--- config.mk ---
export PLATFORM = sky130hd
export DESIGN_NAME = i2c_sensor_poller
export DESIGN_NICKNAME = d
export VERILOG_FILES = /design/src/rtl/i2c_sensor_poller.sv
export SDC_FILE = /design/constraint.sdc
export NUM_CORES = 1
export LEC_CHECK = 0
export ABC_AREA = 0
export BUFFER_PORTS_ARGS = -buffer_cell sky130_fd_sc_hd__buf_2
export CORE_MARGIN = 2
export CORE_UTILIZATION = 23
export DETAILED_ROUTE_END_ITERATION = 7
export GPL_ROUTABILITY_DRIVEN = 0
export GPL_TIMING_DRIVEN = 0
export PLACE_DENSITY = 0.35
export SYNTH_ARGS = -nofsm -noshare
export SYNTH_HDL_FRONTEND = slang
export SYNTH_SLANG_ARGS = --single-unit
--- constraint.sdc ---
create_clock -name CLK -period 11.5 [get_ports CLK]
set_input_delay 1.15 -clock CLK [delete_from_list [all_inputs] [get_ports CLK]]
set_output_delay 1.15 -clock CLK [all_outputs]
set_load 0.02 [all_outputs]
--- src/rtl/i2c_sensor_poller.sv ---
// Sequencer in front of an I2C master: one init register write (retried until it succeeds),
// then one burst read per TRIG, with good bursts published on SAMPLE.
module i2c_sensor_poller #(
  parameter logic [6:0] DEV_ADDR = 7'h68,
  parameter logic [7:0] INIT_REG = 8'h6B,
  parameter logic [7:0] INIT_VAL = 8'h00,
  parameter logic [7:0] RD_REG   = 8'h3B,
  parameter int         RD_BYTES = 14,
  parameter int         TIMEOUT  = 200000,
  parameter int         GAP      = 8
) (
  input  logic                  CLK,
  input  logic                  RST,
  input  logic                  TRIG,
  output logic [6:0]            I2C_DEVICE_ADDR,
  output logic [7:0]            I2C_REG_ADDR,
  output logic                  I2C_READ_EN,
  output logic [7:0]            I2C_READ_SIZE,
  output logic                  I2C_WRITE_EN,
  output logic [7:0]            I2C_WRITE_DATA,
  input  logic [7:0]            I2C_READ_DATA,
  input  logic                  I2C_READ_VALID,
  input  logic                  I2C_NACK,
  input  logic                  I2C_BUSY,
  output logic [8*RD_BYTES-1:0] SAMPLE,
  output logic                  SAMPLE_VALID,
  output logic                  INIT_DONE,
  output logic [7:0]            ERR_CNT,
  output logic [7:0]            OVR_CNT
);
  localparam int SW = 8 * RD_BYTES;
  localparam int IW = $clog2(RD_BYTES + 1);
  localparam int TW = $clog2(TIMEOUT + 1);
  localparam int GW = $clog2(GAP + 1);

  typedef enum logic [2:0] {W_REQ, W_RUN, W_GAP, IDLE, R_REQ, R_RUN, R_GAP} state_t;

  state_t        state_q, state_d;
  logic [TW-1:0] tmo_q, tmo_d;
  logic [GW-1:0] gap_q, gap_d;
  logic [IW-1:0] idx_q, idx_d;
  logic          nack_q, nack_d, fail_q, fail_d, extra_q, extra_d, rv_prev_q, rv_prev_d;
  logic          wen_q, wen_d, ren_q, ren_d, sample_valid_q, sample_valid_d;
  logic          init_done_q, init_done_d;
  logic [SW-1:0] staging_q, staging_d, sample_q, sample_d;
  logic [7:0]    err_q, err_d, ovr_q, ovr_d;
  logic          err_inc, read_bad, tmo_hit, rv_rise;

  assign tmo_hit = (tmo_q == TW'(TIMEOUT - 1));
  assign rv_rise = I2C_READ_VALID & ~rv_prev_q;

  always_comb begin
    state_d        = state_q;
    tmo_d          = tmo_q;
    gap_d          = gap_q;
    idx_d          = idx_q;
    nack_d         = nack_q;
    fail_d         = fail_q;
    extra_d        = extra_q;
    rv_prev_d      = I2C_READ_VALID;
    staging_d      = staging_q;
    sample_d       = sample_q;
    sample_valid_d = 1'b0;
    init_done_d    = init_done_q;
    err_d          = err_q;
    ovr_d          = ovr_q;
    err_inc        = 1'b0;
    read_bad       = 1'b0;
    if (TRIG && state_q != IDLE && ovr_q != 8'hFF) ovr_d = ovr_q + 8'd1;
    case (state_q)
      W_REQ, R_REQ: begin
        if (tmo_hit) begin
          state_d = (state_q == W_REQ) ? W_GAP : R_GAP;
          fail_d  = 1'b1;
          err_inc = 1'b1;
        end else begin
          tmo_d = tmo_q + TW'(1);
          if (I2C_BUSY) state_d = (state_q == W_REQ) ? W_RUN : R_RUN;
        end
      end
      W_RUN, R_RUN: begin
        if (I2C_NACK) nack_d = 1'b1;
        // Bytes are shifted in, so after exactly RD_BYTES strobes the first byte sits in the MSBs.
        if (state_q == R_RUN && rv_rise) begin
          if (idx_q == IW'(RD_BYTES)) extra_d = 1'b1;
          else begin
            staging_d = SW'({staging_q, I2C_READ_DATA});
            idx_d     = idx_q + IW'(1);
          end
        end
        if (!I2C_BUSY) begin
          if (state_q == W_RUN) begin
            state_d = W_GAP;
            fail_d  = nack_d;
            err_inc = nack_d;
          end else begin
            state_d  = R_GAP;
            read_bad = nack_d | extra_d | (idx_d != IW'(RD_BYTES));
            err_inc  = read_bad;
            if (!read_bad) begin
              sample_d       = staging_d;
              sample_valid_d = 1'b1;
            end
          end
        end else if (tmo_hit) begin
          state_d = (state_q == W_RUN) ? W_GAP : R_GAP;
          fail_d  = 1'b1;
          err_inc = 1'b1;
        end else begin
          tmo_d = tmo_q + TW'(1);
        end
      end
      W_GAP, R_GAP: begin
        tmo_d  = '0;
        nack_d = 1'b0;
        if (gap_q == GW'(GAP - 1)) begin
          gap_d = '0;
          if (state_q == R_GAP) state_d = IDLE;
          else if (fail_q) state_d = W_REQ;
          else begin
            init_done_d = 1'b1;
            state_d     = IDLE;
          end
        end else begin
          gap_d = gap_q + GW'(1);
        end
      end
      default: begin
        tmo_d   = '0;
        nack_d  = 1'b0;
        idx_d   = '0;
        extra_d = 1'b0;
        if (TRIG) state_d = R_REQ;
      end
    endcase
    if (err_inc && err_q != 8'hFF) err_d = err_q + 8'd1;
    // Enables are registered from the next state so they stay low while reset holds W_REQ.
    wen_d = (state_d == W_REQ) || (state_d == W_RUN);
    ren_d = (state_d == R_REQ) || (state_d == R_RUN);
  end

  always_ff @(posedge CLK or posedge RST) begin
    if (RST) begin
      state_q        <= W_REQ;
      tmo_q          <= '0;
      gap_q          <= '0;
      idx_q          <= '0;
      nack_q         <= 1'b0;
      fail_q         <= 1'b0;
      extra_q        <= 1'b0;
      rv_prev_q      <= 1'b0;
      wen_q          <= 1'b0;
      ren_q          <= 1'b0;
      sample_valid_q <= 1'b0;
      init_done_q    <= 1'b0;
      staging_q      <= '0;
      sample_q       <= '0;
      err_q          <= '0;
      ovr_q          <= '0;
    end else begin
      state_q        <= state_d;
      tmo_q          <= tmo_d;
      gap_q          <= gap_d;
      idx_q          <= idx_d;
      nack_q         <= nack_d;
      fail_q         <= fail_d;
      extra_q        <= extra_d;
      rv_prev_q      <= rv_prev_d;
      wen_q          <= wen_d;
      ren_q          <= ren_d;
      sample_valid_q <= sample_valid_d;
      init_done_q    <= init_done_d;
      staging_q      <= staging_d;
      sample_q       <= sample_d;
      err_q          <= err_d;
      ovr_q          <= ovr_d;
    end
  end

  assign I2C_DEVICE_ADDR = DEV_ADDR;
  assign I2C_REG_ADDR    = (state_q == W_REQ || state_q == W_RUN || state_q == W_GAP) ? INIT_REG : RD_REG;
  assign I2C_READ_SIZE   = 8'(RD_BYTES);
  assign I2C_WRITE_DATA  = INIT_VAL;
  assign I2C_WRITE_EN    = wen_q;
  assign I2C_READ_EN     = ren_q;
  assign SAMPLE          = sample_q;
  assign SAMPLE_VALID    = sample_valid_q;
  assign INIT_DONE       = init_done_q;
  assign ERR_CNT         = err_q;
  assign OVR_CNT         = ovr_q;
endmodule
; After elaboration in Yosys (flattened, before gate mapping)
; Index checks and enable logic that the tools add are counted.
[word_totals]
register_bits = 277
out_inout_bits = 163
wordCells = 107
[op_classes]
add_sub_neg = 5
eq_ne = 17
n_mux = 42
bitwise = 9
n_reduce_logical = 18
[op_table]
columns = operator, n
row1 = $mux W112, 2
row2 = $mux W18, 2
row3 = $pmux W18 S2, 1
row4 = $mux W3, 9
row5 = $add A18 B1 Y18 const B, 1
row6 = $eq A18 B18 Y1 const B, 1
row7 = $add A8 B1 Y8 const B, 2
row8 = $mux W4, 4
row9 = $ne A8 B8 Y1 const B, 2
row10 = $eq A3 B3 Y1 const B, 5
row11 = $mux W1, 15
row12 = $pmux W3 S3, 1
row13 = $add A4 B1 Y4 const B, 2
row14 = $pmux W1 S2, 4
row15 = $pmux W4 S2, 1
row16 = $reduce_and A4 Y1, 2
row17 = $mux W7, 1
row18 = $eq A3 B1 Y1 const B, 2
row19 = $logic_not A3 Y1, 2
row20 = $not A1 Y1, 6
row21 = $reduce_or A2 Y1, 3
row22 = $eq A4 B3 Y1 const B, 1
row23 = $eq A4 B4 Y1 const B, 1
row24 = $logic_and A1 B1 Y1, 4
row25 = other kinds (12), 17

; Longest topological paths before layout
; Gate-level depths: netlist of run 1.
[logic_depth]
ltp_word = 11
depth_mapped = 11

; Least setup slack after synthesis of run 1
; OpenSTA, ideal clock, no wires.
[synth_path]
path_kind = in2reg
start = input port I2C_READ_VALID
end = register sample_q[10] (netlist: SAMPLE[10])
setup_ns = 0.125
arrival_time_ns = 2.778
required_time_ns = 11.375
path_slack_ns = 8.597
cell_stages = 8
path_buffers = 2
cell_sequence = and4bb_1 -> nand2_1 -> o31ai_4 -> nand2_2 -> nor3_4 -> buf_8 -> buf_12 -> mux2_4
[synth_between]
elab_chain_cells = 8
[synth_lines]
columns = item, line
row1 = start: declaration, 22  ; input logic I2C_READ_VALID,
row2 = $and A1 B1 Y1 (*), 50  ; assign rv_rise = I2C_READ_VALID & ~rv_prev_q;
row3 = $logic_and A1 B1 Y1 (*), 84  ; if (state_q == R_RUN && rv_rise) begin
row4 = $mux W4 or $mux W1 (tied branches), 84
row5 = $mux W4 or $mux W1 (tied branches), 70  ; case (state_q)
row6 = $ne A4 B4 Y1 or $or A1 B1 Y1 (tied branches), 98  ; read_bad = nack_d | extra_d | (idx_d != IW'(RD_BYTES));
row7 = $or A1 B1 Y1, 98
row8 = $not A1 Y1 (no line), -
row9 = $reduce_and A4 Y1 (no line), -
row10 = end signal: assignment, 174  ; sample_q <= sample_d;
row11 = end: declaration, 45  ; logic [SW-1:0] staging_q, staging_d, sample_q, sample_d;
; Mark *: on every way between the ends. The rest lies on a longest branch, timed or not. The select of a mux whose other input is x is not followed.
; A chain may end at the register's enable or synchronous reset.

; Final worst setup path of run 1
[layout_path]
start = register state_q[1]
end = output port I2C_REG_ADDR[4]
[layout_between]
elab_chain_cells = 4
[layout_lines]
columns = item, line
row1 = start: declaration, 38  ; state_t state_q, state_d;
row2 = start signal: assignment, 161  ; state_q <= state_d;
row3 = $eq A3 B1 Y1 or $logic_not A3 Y1 (tied branches), 181  ; assign I2C_REG_ADDR = (state_q == W_REQ || state_q == W_RUN || state_q == W_GAP) ? INIT_REG : RD_REG;
row4 = $logic_or A1 B1 Y1, 181
row5 = $logic_or A1 B1 Y1 (*), 181
row6 = $mux W7 (*), 181
row7 = end: declaration, 16  ; output logic [7:0] I2C_REG_ADDR,
; Mark *: on every way between the ends. The rest lies on a longest branch, timed or not.

==> results of run 1 <==
-- synth_stat cells (2+ instances only) --
library cell / n
and3_1: 8
o21ai_1: 2
o21ai_0: 14
a31oi_1: 2
mux2_2: 44
nor2_1: 28
dfrtp_1: 277
clkbuf_1: 32
nand4_1: 2
buf_12: 7
xnor2_1: 20
conb_1: 2
mux2_4: 69
and2_1: 3
or3_1: 3
xor2_1: 9
nor3_1: 8
nor4_1: 3
o2111ai_1: 6
nor4b_1: 3
mux2i_1: 2
a21oi_1: 16
ha_1: 6
nand3b_1: 3
nand2_1: 365
nand3_1: 7
buf_4: 34
nor2b_1: 3
o211ai_1: 5
inv_1: 8
-- worst max path at each step --
stage                               from         endpoint  slack (ns)  cells after the start
final                         state_q[1]  I2C_REG_ADDR[4]        7.67                      6
after global routing          state_q[1]  I2C_REG_ADDR[4]        7.40                      6
after CTS                     state_q[1]  I2C_REG_ADDR[4]        7.55                      6
after detailed placement  I2C_READ_VALID      SAMPLE[107]        7.45                      9
after global placement               RST      SAMPLE[103]       -1.65                      2
after floorplan                      RST       ERR_CNT[0]        2.71                      1
-- kinds of logic after synthesis --
group	Yosys count
simple gates	445
flops	277
mux	116
buf+inv	85
compound gates	58
xor+xnor	29
fa+ha+maj	6
other cells	2
-- through the flow --
step	instances	setup TNS, ns
2_1_floorplan	1045	0
3_3_place_gp	1864	-446.17
3_5_place_dp	1866	0
4_1_cts	1929	0
5_1_grt	1929	0
6_report	1929	0
-- power by group through the flow --
| stage | clock network, mW | registers (mW) | logic (mW) |
|---|---|---|---|
| global route | 1.19 | 1.09 | 0.355 |
| global placement | 0 | 1.10 | 0.315 |
| finish | 1.10 | 1.08 | 0.312 |
| CTS | 1.15 | 1.09 | 0.321 |
| detailed placement | 0 | 1.10 | 0.321 |
| floorplan | 0 | 1.12 | 0.198 |
-- per-layer routing --
metal | wire length (microns) | track usage (%)
met5 | 0 | 0
met4 | 720 | 4.12
met3 | 1740 | 3.16
met2 | 14000 | 18.8
met1 | 14700 | 16.6
-- cell type report --
class                           instances  area share, %
Buffer                                 76           3.72
Clock buffer                           54           7.29
Clock inverter                          9          0.603
Inverter                                9          0.284
Multi-Input combinational cell        683           29.1
Sequential cell                       277           47.7
Tap cell                              672           5.79
Timing Repair Buffer                  149           5.44
-- state kept, by name (all words and copies together) (netlist names), 3 cells and up --
register   flops
state_q        3
idx_q          4
gap_q          4
staging_q    112
OVR_CNT        8
ERR_CNT        8
tmo_q         18
SAMPLE       112
-- worst reg2reg max path, cell delays in order, from the launching register on --
cell and delay, ns:
dfrtp_1 0.34, clkbuf_1 0.30, inv_1 0.08, ha_1 0.28, nand3_1 0.12, and3_1 0.16, clkbuf_1 0.24, clkbuf_1 0.71
clkbuf_1 0.66, o21ai_0 0.17, nand2_1 0.09, o21ai_0 0.07
==> qor_table.md, run 1 <==
| Metric | Value | Unit |
| --- | --- | --- |
| Outcome | complete, no violations | - |
| Count of unresolved DRC violations after routing | 0 | - |
| Kind of launch point of the worst setup path | flip-flop | - |
| Switching pwr | 0.702 | mW |
| Ys flop type | dfrtp_1 | - |
| Area of the mapped netlist | 11600 | sq um |
| Maximum capacitance violations | 0 | - |
| Half-perimeter wire length after detailed placement | 21500 | microns |
| Total area of multi-input combinational cells | 4230 | sq um |
| Post-route clock skew | 0.0229 | ns |
| Wire length of the first global-routing pass | 49900 | microns |
| Post-cts sizing count | 0 | - |
| Clk network pwr share | 44.1 | % |
| Share of final-layout standard cells stronger than drive strength 1 | 29.5 | % |
| Average via count per standard cell | 4.01 | - |
| XOR/XNOR Fraction of Synth Area | 2.18 | % |
| Fraction of the mapped netlist area in simple logic gates | 15.7 | % |
| Setup WS post-layout | 7.67 | ns |
| Share of total power in combinational logic | 12.5 | % |
| Number of setup buffers added after CTS | 0 | - |
| Total internal power | 1.80 | mW |
| Power density of the placed cells | 172 | nW/um^2 |
| Horizontal die dimension | 229 | microns |
| Fraction of the mapped netlist area in adder cells | 0.645 | % |
| Data arrival at the endpoint of the critical path | 2.68 | ns |
| Area enclosed by the die boundary | 52400 | sq um |
| Mapped Avg Cell Area | 11.4 | sq um |
| CP bufs+invs | 5 | - |
| Multiplexer share of the synthesized area | 13.4 | % |
| Number of buffers added by the clock tree synthesis step | 36 | - |
| Minimum setup slack among reg-to-reg paths | 8.12 | ns |
| Number of buffers inserted for hold repair after clock tree synthesis | 0 | - |
| Sequential cell area | 6930 | sq um |
| Warnings, synthesis | 0 | - |
| Seq cells post-synth | 277 | - |
| Detailed-routing iteration count for the pre-antenna-repair pass | 4 | - |
| Switching part of the total | 28.1 | % |
| Placement Rows | 82 | - |
| Count of distinct cell types in the synthesized netlist | 57 | - |
| Final core utilization | 29.0 | % |
| Grt ovf | 0 | - |
| Worst slack at placement | 7.45 | ns |
| Clock latency at the later pin of the worst-skew pair | 0.54 | ns |
| Sequential group share of total power | 43.4 | % |
| Crit path kind | flip-flop to output pin | - |
| Post-synth top area cell | dfrtp_1 | - |
| CTS H-tree lvls | 2 | - |
| Compound-gate portion of the synthesized area | 3.48 | % |
| Clock-pin slew reported for the worst setup and hold paths after clock tree synthesis | 0.05 | ns |
| TritonCTS sink count | 277 | - |
| Cell repeated most along the worst path | clkbuf_1 | - |
| Starting density of the core | 23.2 | % |
| Layout filler cell count | 5327 | - |
| Worst R2R End | idx_q[0] | - |
| Cells on worst reg2reg path | 11 | - |
| Largest fanout of any net on the critical path | 10 | - |
| Post-detailed-routing wire length | 31200 | microns |
| Max Clock Freq | 261 | MHz |
| Synthesized instance count | 1018 | - |
| Clock tree from TritonCTS | done | - |
| Library cell contributing the largest single delay on the critical path | clkbuf_1 | - |
| Via count of the first global-routing pass | 8278 | - |
| Area Growth Syn to Fin | 24.8 | % |
| CTS root buf | clkbuf_16 | - |
| Number of DRC violations after detailed-routing iteration 0 | 405 | - |
| End of the worst hold path | staging_q[110] | - |
| Worst min-delay path category | flip-flop to flip-flop | - |
| Cell class contributing the biggest share of worst-path delay | buffers and inverters | - |
| Share of synthesized registers carrying an async set or reset | 100 | % |
| Max Transition Viols Final | 0 | - |
| RSZ-0062 raised after global routing | no | - |
| Maximum number of pins on one net before global-route repair | 99 | - |
| Overall power consumption | 2.50 | mW |
| Min-delay src | staging_q[110] | - |
| Cell types with the largest area share after synthesis | dfrtp_1 60%, nand2_1 12%, mux2_4 8.9%, mux2_2 4.3%, buf_4 2.2% | - |
| Total routing usage reported by global routing | 12.2 | % |
| Inserted Diodes | 0 | - |
| R2R Path Start | idx_q[0] | - |
| Placed instance area | 13400 | sq um |
| Sequential area share after synthesis | 59.6 | % |
| Total non-filler cell area in the finished layout | 14500 | sq um |
| Worst stage delay on the critical path | 0.50 | ns |
| Post-layout minimum cycle time | 3.83 | ns |
| Static Leak | 7.61 | nW |
| Proportion of netlist area held by the largest area contributor | 59.6 | % |
| Core Region | 50100 | sq um |
| Number of setup violations in the final report | 0 | - |
| Number of stages on the worst hold path | 2 | - |
| Worst slew margin relative to its limit | 40.1 | % |
| Routed via count | 7743 | - |
| Chip Height | 229 | microns |
| Count of boundary I/O pins | 177 | - |
| Final net count | 1252 | - |
| Initial antenna violation count | 0 | - |
| Final ANT Viol Nets | 0 | - |
| Maximum count of clock buffers along a single path | 3 | - |
| Leading cell type in the layout, fill and taps excluded | nand2_1 | - |
| Number of buffers inserted by port buffering | 147 | - |
| Average wire length per cell after detail routing | 16.2 | microns |
| Hold violation total from the final report | 0 | - |
| Required time of the critical path | 10.35 | ns |
| Post-synth EDFFs | 0 | - |
| Dominant combinational cell family by area after synthesis | simple AND/OR/NAND/NOR gates | - |
| Actual slew at the worst max-slew pin | 0.898 | ns |
| List of cells traversed by the critical path | clkbuf_1 > clkbuf_1 > clkbuf_1 > a21oi_1 > inv_1 > buf_2 | - |
| Max rail drop VDD | 0.0774 | mV |
| Share of the clock period used by the worst path | 33.3 | % |
| CP Capture Type | output pin | - |
| Worst hold slack across all endpoints | 0.468 | ns |
| Most frequent cells in the layout | 365 x nand2_1, 277 x dfrtp_1, 148 x buf_2 | - |
No activity file was read; power rests on OpenSTA's default activity.
==> run 2, diff against run 1 <==
- PLACE_DENSITY: 0.35 -> 0.36
- clock period: 11.5 -> 3.3 ns (I/O delays scaled with it)
==> qor_table.md, run 2 (same netlist as run 1, synthesis figures left out) <==
| Metric | Value | Unit | Delta |
| --- | --- | --- | --- |
| Number of buffers inserted by port buffering | 147 | - | unchanged |
| Post-route clock skew | 0.0200 | ns | was 0.0229 ns |
| Horizontal die dimension | 229 | microns | unchanged |
| Placement Rows | 82 | - | unchanged |
| Most frequent cells in the layout | 365 x nand2_1, 277 x dfrtp_1, 148 x buf_2 | - | unchanged |
| Layout filler cell count | 5340 | - | was 5327 |
| Number of setup buffers added after CTS | 0 | - | unchanged |
| End of the worst hold path | staging_q[2] | - | was staging_q[110] |
| Number of buffers added by the clock tree synthesis step | 36 | - | unchanged |
| Maximum count of clock buffers along a single path | 3 | - | unchanged |
| Clock tree from TritonCTS | done | - | unchanged |
| TritonCTS sink count | 277 | - | unchanged |
| Half-perimeter wire length after detailed placement | 22100 | microns | was 21500 microns |
| Chip Height | 229 | microns | unchanged |
| Final core utilization | 29.3 | % | was 29.0% |
| Post-detailed-routing wire length | 31300 | microns | was 31200 microns |
| Worst slew margin relative to its limit | 40.6 | % | was 40.1% |
| Switching part of the total | 28.3 | % | was 28.1% |
| Clock-pin slew reported for the worst setup and hold paths after clock tree synthesis | 0.05 | ns | about the same |
| Sequential cell area | 6930 | sq um | unchanged |
| Min-delay src | I2C_READ_DATA[2] | - | was staging_q[110] |
| Max rail drop VDD | 0.264 | mV | was 0.0774 mV |
| Switching pwr | 2.44 | mW | was 0.702 mW |
| Share of total power in combinational logic | 12.8 | % | was 12.5% |
| Total internal power | 6.19 | mW | was 1.80 mW |
| Count of unresolved DRC violations after routing | 0 | - | unchanged |
| Share of final-layout standard cells stronger than drive strength 1 | 29.9 | % | was 29.5% |
| Largest fanout of any net on the critical path | 10 | - | unchanged |
| Area enclosed by the die boundary | 52400 | sq um | unchanged |
| Worst stage delay on the critical path | 0.36 | ns | was 0.50 ns |
| Maximum number of pins on one net before global-route repair | 37 | - | was 99 |
| CTS root buf | clkbuf_16 | - | unchanged |
| Detailed-routing iteration count for the pre-antenna-repair pass | 5 | - | was 4 |
| Clock latency at the later pin of the worst-skew pair | 0.54 | ns | about the same |
| Initial antenna violation count | 0 | - | unchanged |
| Grt ovf | 0 | - | unchanged |
| CTS H-tree lvls | 2 | - | unchanged |
| Average via count per standard cell | 3.98 | - | was 4.01 |
| Number of stages on the worst hold path | 3 | - | was 2 |
| Outcome | complete, no violations | - | unchanged |
| CP Capture Type | flip-flop | - | was output pin |
| List of cells traversed by the critical path | clkbuf_1 > inv_1 > ha_1 > o21ai_0 > nor4b_1 > a211o_1 > nand2_2 > nor3_4 > buf_8 > buf_12 > mux2_4 | - | was clkbuf_1 > clkbuf_1 > clkbuf_1 > a21oi_1 > inv_1 > buf_2 |
| Layer carrying the most global-route usage | met2 | - | unchanged |
| Area Growth Syn to Fin | 26.1 | % | was 24.8% |
| Data arrival at the endpoint of the critical path | 3.43 | ns | was 2.68 ns |
| Average wire length per cell after detail routing | 16.1 | microns | was 16.2 microns |
| Number of DRC violations after detailed-routing iteration 0 | 382 | - | was 405 |
| Routed via count | 7718 | - | was 7743 |
| Met1 track utilization from global routing | 16.4 | % | was 16.6% |
| Inserted Diodes | 0 | - | unchanged |
| Post-layout minimum cycle time | 3.02 | ns |  |
| Starting density of the core | 23.2 | % | unchanged |
| Worst min-delay path category | input port to flip-flop | - | was flip-flop to flip-flop |
| Crit path kind | flip-flop to flip-flop | - | was flip-flop to output pin |
| Kind of launch point of the worst setup path | flip-flop | - | unchanged |
| Minimum setup slack among reg-to-reg paths | 0.28 | ns | was 8.12 ns |
| Overall power consumption | 8.63 | mW | was 2.50 mW |
| Core Region | 50100 | sq um | unchanged |
| Share of the clock period used by the worst path | 91.6 | % |  |
| Wire length of the first global-routing pass | 49700 | microns | was 49900 microns |
| GR Layer Usage met2 | 19.2 | % | was 18.8% |
| Final net count | 1265 | - | was 1252 |
| Total area of multi-input combinational cells | 4230 | sq um | unchanged |
| Final ANT Viol Nets | 0 | - | unchanged |
| Number of setup violations in the final report | 0 | - | unchanged |
| Hold violation total from the final report | 0 | - | unchanged |
| Maximum capacitance violations | 0 | - | unchanged |
| Required time of the critical path | 3.71 | ns | was 10.35 ns |
| Library cell contributing the largest single delay on the critical path | nor3_4 | - | was clkbuf_1 |
| Clk network pwr share | 43.5 | % | was 44.1% |
| R2R Path Start | idx_q[0] | - | unchanged |
| Power density of the placed cells | 588 | nW/um^2 | was 172 nW/um^2 |
| Actual slew at the worst max-slew pin | 0.889 | ns | was 0.898 ns |
| Max Transition Viols Final | 0 | - | unchanged |
| Met3 Use GR | 2.84 | % | was 3.16% |
| Cells on worst reg2reg path | 11 | - | unchanged |
| Max Clock Freq | 331 | MHz |  |
| Leading cell type in the layout, fill and taps excluded | nand2_1 | - | unchanged |
| Static Leak | 7.68 | nW | was 7.61 nW |
| Total routing usage reported by global routing | 12.2 | % | about the same |
| Sequential group share of total power | 43.8 | % | was 43.4% |
| RSZ-0062 raised after global routing | no | - | unchanged |
| Count of boundary I/O pins | 177 | - | unchanged |
| Via count of the first global-routing pass | 8125 | - | was 8278 |
| Worst R2R End | SAMPLE[6] | - | was idx_q[0] |
run 2: worst max-delay path by stage:
| stage | startpoint | endpoint | slack (ns) | depth (start not counted) |
|---|---|---|---|---|
| finish | idx_q[0] | SAMPLE[6] | 0.28 | 11 |
| floorplan | RST | ERR_CNT[0] | -0.70 | 1 |
| detailed placement | idx_q[0] | idx_q[0] | -0.18 | 11 |
| CTS | idx_q[0] | SAMPLE[9] | 0.06 | 11 |
| global route | state_q[1] | I2C_REG_ADDR[4] | 0.003 | 6 |
| global placement | RST | staging_q[6] | -2.98 | 2 |
run 2: through the flow:
stage	hold slack, ns	TNS (ns)	setup WS [ns]	area (sq um)	instances
2_1_floorplan	0.361	-192.61	-0.695	11700	1045
3_3_place_gp	0.453	-811.73	-2.98	13300	1864
3_5_place_dp	0.454	-1.51	-0.179	13500	1872
4_1_cts	0.00282	0	0.0565	14700	1941
5_1_grt	0.0314	0	0.00303	14700	1940
6_report	0.0387	0	0.276	14700	1940
run 2: timing repair:
| action | in CTS | in global routing |
|---|---|---|
| hold buffers | 8 | 0 |
| hold endpoints to repair | 32 | 0 |
| resized for setup | 1 | 2 |
| setup endpoints to repair | 19 | 75 |
| pin swaps | 0 | 1 |
run 2: cell type report:
| cell class | instances | area share, % |
|---|---|---|
| repair buffers | 163 | 6.65 |
| well taps | 672 | 5.73 |
| clock buffers | 51 | 7.15 |
| plain buffers | 75 | 3.68 |
| clock inverters | 10 | 0.435 |
| multi-input cells | 683 | 28.9 |
| flip-flops and latches | 277 | 47.2 |
| inverters | 9 | 0.256 |
run 2: power by group through the flow:
stage,sequential [mW],combinational [mW],clock [mW]
after detailed placement,3.84,1.12,0
after global placement,3.85,1.09,0
after CTS,3.78,1.13,3.94
after floorplan,3.89,0.692,0
final,3.78,1.10,3.75
after global routing,3.81,1.25,4.06
run 2: worst max-delay path: cells and delay by family, from the launching register on:
kind | cells | cell delay [ns]
AOI/OAI and AO/OA | 2 | 0.41
adders and majority gates | 1 | 0.28
DFF | 1 | 0.34
muxes | 1 | 0.30
buffers and inverters | 4 | 0.85
and+or+nand+nor | 3 | 0.69
run 2: routing by layer:
layer	up-vias	share of wire (%)	wire, microns
met2	172	46	14300
li1	3741	-	-
met4	0	2.6	814
met1	3757	46	14400
met5	-	0	0
met3	48	5.4	1700
==> run 3, diff against run 2 <==
- ABC_AREA: 0 -> 1
- CORE_ASPECT_RATIO: not set -> 1.1
- TNS_END_PERCENT: not set -> 5
==> qor_table.md, run 3 <==
| Metric | Value | Unit | Delta |
| --- | --- | --- | --- |
| Outcome | complete, no violations | - | unchanged |
| Top cells by instance count after synthesis | 313 x nand2_1, 277 x dfrtp_1, 208 x inv_1, 110 x o21ai_1, 75 x o21ai_0 | - | was 365 x nand2_1, 277 x dfrtp_1, 69 x mux2_4, 44 x mux2_2, 34 x buf_4 |
| Cell types with the largest area share after synthesis | dfrtp_1 59%, nand2_1 10%, inv_1 6.7%, o21ai_1 4.7%, o21a_1 3.6% | - | was dfrtp_1 60%, nand2_1 12%, mux2_4 8.9%, mux2_2 4.3%, buf_4 2.2% |
| Average wire length per cell after detail routing | 15.5 | microns | was 16.1 microns |
| Sequential group share of total power | 42.4 | % | was 43.8% |
| Core Region | 50300 | sq um | was 50100 sq um |
| Number of setup violations in the final report | 0 | - | unchanged |
| Chip Height | 241 | microns | was 229 microns |
| Max Clock Freq | 375 | MHz | was 331 MHz |
| Clock tree from TritonCTS | done | - | unchanged |
| Clk network pwr share | 33.6 | % | was 43.5% |
| Mapped Avg Cell Area | 9.15 | sq um | was 11.4 sq um |
| Max Transition Viols Final | 0 | - | unchanged |
| Number of buffers inserted by port buffering | 147 | - | unchanged |
| Post-synth top area cell | dfrtp_1 | - | unchanged |
| Share of the clock period used by the worst path | 80.9 | % | was 91.6% |
| Final net count | 1525 | - | was 1265 |
| Seq cells post-synth | 277 | - | unchanged |
| Post-detailed-routing wire length | 33900 | microns | was 31300 microns |
| Maximum count of clock buffers along a single path | 3 | - | unchanged |
| Static Leak | 7.69 | nW | was 7.68 nW |
| Worst min-delay path category | input port to flip-flop | - | unchanged |
| Setup WS post-layout | 0.632 | ns | was 0.276 ns |
| Max rail drop VDD | 0.501 | mV | was 0.264 mV |
| Number of setup buffers added after CTS | 0 | - | unchanged |
| Count of unresolved DRC violations after routing | 0 | - | unchanged |
| Worst slack at placement | 0.503 | ns | was -0.179 ns |
| Post-layout minimum cycle time | 2.67 | ns | was 3.02 ns |
| Actual slew at the worst max-slew pin | 0.668 | ns | was 0.889 ns |
| CTS root buf | clkbuf_16 | - | unchanged |
| Grt ovf | 0 | - | unchanged |
| CTS H-tree lvls | 2 | - | unchanged |
| Routed via count | 8849 | - | was 7718 |
| Placement Rows | 86 | - | was 82 |
| Detailed-routing iteration count for the pre-antenna-repair pass | 4 | - | was 5 |
| Crit path kind | flip-flop to flip-flop | - | unchanged |
| Synthesized instance count | 1282 | - | was 1018 |
| Worst slew margin relative to its limit | 55.4 | % | was 40.6% |
| Final ANT Viol Nets | 0 | - | unchanged |
| Via count of the first global-routing pass | 9072 | - | was 8125 |
| Largest fanout of any net on the critical path | 10 | - | unchanged |
| Post-route clock skew | 0.0209 | ns | was 0.0200 ns |
| Area of the mapped netlist | 11700 | sq um | was 11600 sq um |
| Required time of the critical path | 3.74 | ns | was 3.71 ns |
| Total internal power | 7.25 | mW | was 6.19 mW |
| Horizontal die dimension | 219 | microns | was 229 microns |
| Most used standard cell by instance count after synthesis | nand2_1 | - | unchanged |
| Wire length of the first global-routing pass | 53200 | microns | was 49700 microns |
| Kind of launch point of the worst setup path | flip-flop | - | unchanged |
| Share of synthesized registers carrying an async set or reset | 100 | % | unchanged |
| Warnings, synthesis | 0 | - | unchanged |
| Count of boundary I/O pins | 177 | - | unchanged |
| Starting density of the core | 23.4 | % | was 23.2% |
| Sequential area share after synthesis | 59.1 | % | was 59.6% |
| Power density of the placed cells | 742 | nW/um^2 | was 588 nW/um^2 |
| Worst hold slack across all endpoints | 0.0735 | ns | was 0.0387 ns |
| Leading cell type in the layout, fill and taps excluded | nand2_1 | - | unchanged |
| RSZ-0062 raised after global routing | no | - | unchanged |
| Share of final-layout standard cells stronger than drive strength 1 | 17.8 | % | was 29.9% |
| Hold violation total from the final report | 0 | - | unchanged |
| CP Capture Type | flip-flop | - | unchanged |
| Initial antenna violation count | 2 | - | was 0 |
| Area Growth Syn to Fin | 25.0 | % | was 26.1% |
| Clock latency at the later pin of the worst-skew pair | 0.53 | ns | was 0.54 ns |
| Switching pwr | 3.64 | mW | was 2.44 mW |
| Data arrival at the endpoint of the critical path | 3.11 | ns | was 3.43 ns |
| Number of DRC violations after detailed-routing iteration 0 | 485 | - | was 382 |
| Maximum capacitance violations | 0 | - | unchanged |
| Share of total power in combinational logic | 24.0 | % | was 12.8% |
| Ys flop type | dfrtp_1 | - | unchanged |
| Half-perimeter wire length after detailed placement | 24500 | microns | was 22100 microns |
| Post-synth EDFFs | 0 | - | unchanged |
| Most frequent cells in the layout | 313 x nand2_1, 277 x dfrtp_1, 207 x inv_1 | - | was 365 x nand2_1, 277 x dfrtp_1, 148 x buf_2 |
| Switching part of the total | 33.4 | % | was 28.3% |
| Proportion of netlist area held by the largest area contributor | 59.1 | % | was 59.6% |
| Maximum number of pins on one net before global-route repair | 39 | - | was 37 |
| TritonCTS sink count | 277 | - | unchanged |
| Sum Neg Setup Slack | 0 | ns | unchanged |
| Number of buffers added by the clock tree synthesis step | 36 | - | unchanged |
| Total routing usage reported by global routing | 13.1 | % | was 12.2% |
| Clock-pin slew reported for the worst setup and hold paths after clock tree synthesis | 0.06 | ns | was 0.05 ns |
| Count of distinct cell types in the synthesized netlist | 35 | - | was 57 |
| Average via count per standard cell | 4.05 | - | was 3.98 |
| Area enclosed by the die boundary | 52900 | sq um | was 52400 sq um |
## run 3: stage by stage
step / util, % / std cells / power, mW / cell area, sq um
final: 29.2 / 2185 / 10.9 / 14700
after global routing: 29.2 / 2184 / 11.7 / 14700
after CTS: 29.2 / 2184 / 11.2 / 14700
after detailed placement: 27.0 / 2125 / 7.36 / 13600
after global placement: 26.7 / 2116 / 7.31 / 13400
after floorplan: - / 1309 / 6.46 / 11800
## run 3: worst max-delay path, stage by stage, from the launching register on
cell and delay [ns]:
dfrtp_1 0.42, inv_1 0.11, ha_1 0.20, nand3_1 0.15, nand2_1 0.41, buf_2 0.39
clkbuf_1 0.44, o21ai_0 0.27, o21ai_1 0.18
## run 3: cells by family (layout without fill, tap and decap cells)
kind of cell | count (synthesis) | in the layout | share of synthesized area [%]
and+or+nand+nor | 415 | 415 | 14.5
buffers and inverters | 293 | 508 | 11.0
DFF | 277 | 277 | 59.1
AOI/OAI and AO/OA | 263 | 263 | 12.8
xor gates and xnor gates | 26 | 26 | 1.94
adders and majority gates | 6 | 6 | 0.640
other | 2 | 30 | 0.0640
## run 3: layout make-up
class | count | area, sq um
flip-flops and latches | 277 | 6930
repair buffers | 158 | 936
well taps | 660 | 826
plain buffers | 84 | 508
clock buffers | 51 | 1000
clock inverters | 6 | 70.1
inverters | 209 | 788
multi-input cells | 739 | 3610
diodes | 1 | 2.50
fillers | 5389 | 35600
## run 3: worst paths after layout
| path | from | endpoint | slack (ns) | depth (start not counted) |
|---|---|---|---|---|
| worst max register to register | idx_q[0] | SAMPLE[99] | 0.63 | 8 |
| min in group asynchronous | RST | SAMPLE[101] | 0.45 | 3 |
| max in group asynchronous | RST | SAMPLE[37] | 1.84 | 6 |
| worst min-delay path | I2C_READ_DATA[0] | staging_q[0] | 0.07 | 3 |
| worst min register to register | SAMPLE[59] | SAMPLE[59] | 0.48 | 2 |
| worst max-delay path | idx_q[0] | SAMPLE[99] | 0.63 | 8 |
## run 3: repair_timing
| action | CTS | global route |
|---|---|---|
| hold endpoints to repair | 24 | 0 |
| gates resized for setup | 0 | 0 |
| endpoints found under the setup margin | 0 | 0 |
| hold buffers | 2 | 0 |
## run 3: per-layer routing
| layer | up-vias | wire length [microns] | global-route usage (%) |
|---|---|---|---|
| met4 | 4 | 612 | 3.28 |
| met2 | 171 | 16100 | 21.8 |
| met1 | 4190 | 15100 | 16.6 |
| met5 | - | 27 | 0 |
| met3 | 44 | 2040 | 3.93 |
| li1 | 4440 | - | - |
## run 3: power groups by stage
stage | Sequential (mW) | Clock, mW | Combinational (mW)
2_1_floorplan | 4.63 | 0 | 1.83
3_3_place_gp | 4.68 | 0 | 2.63
3_5_place_dp | 4.68 | 0 | 2.68
4_1_cts | 4.63 | 3.84 | 2.70
5_1_grt | 4.71 | 3.96 | 3.05
6_report | 4.62 | 3.66 | 2.61
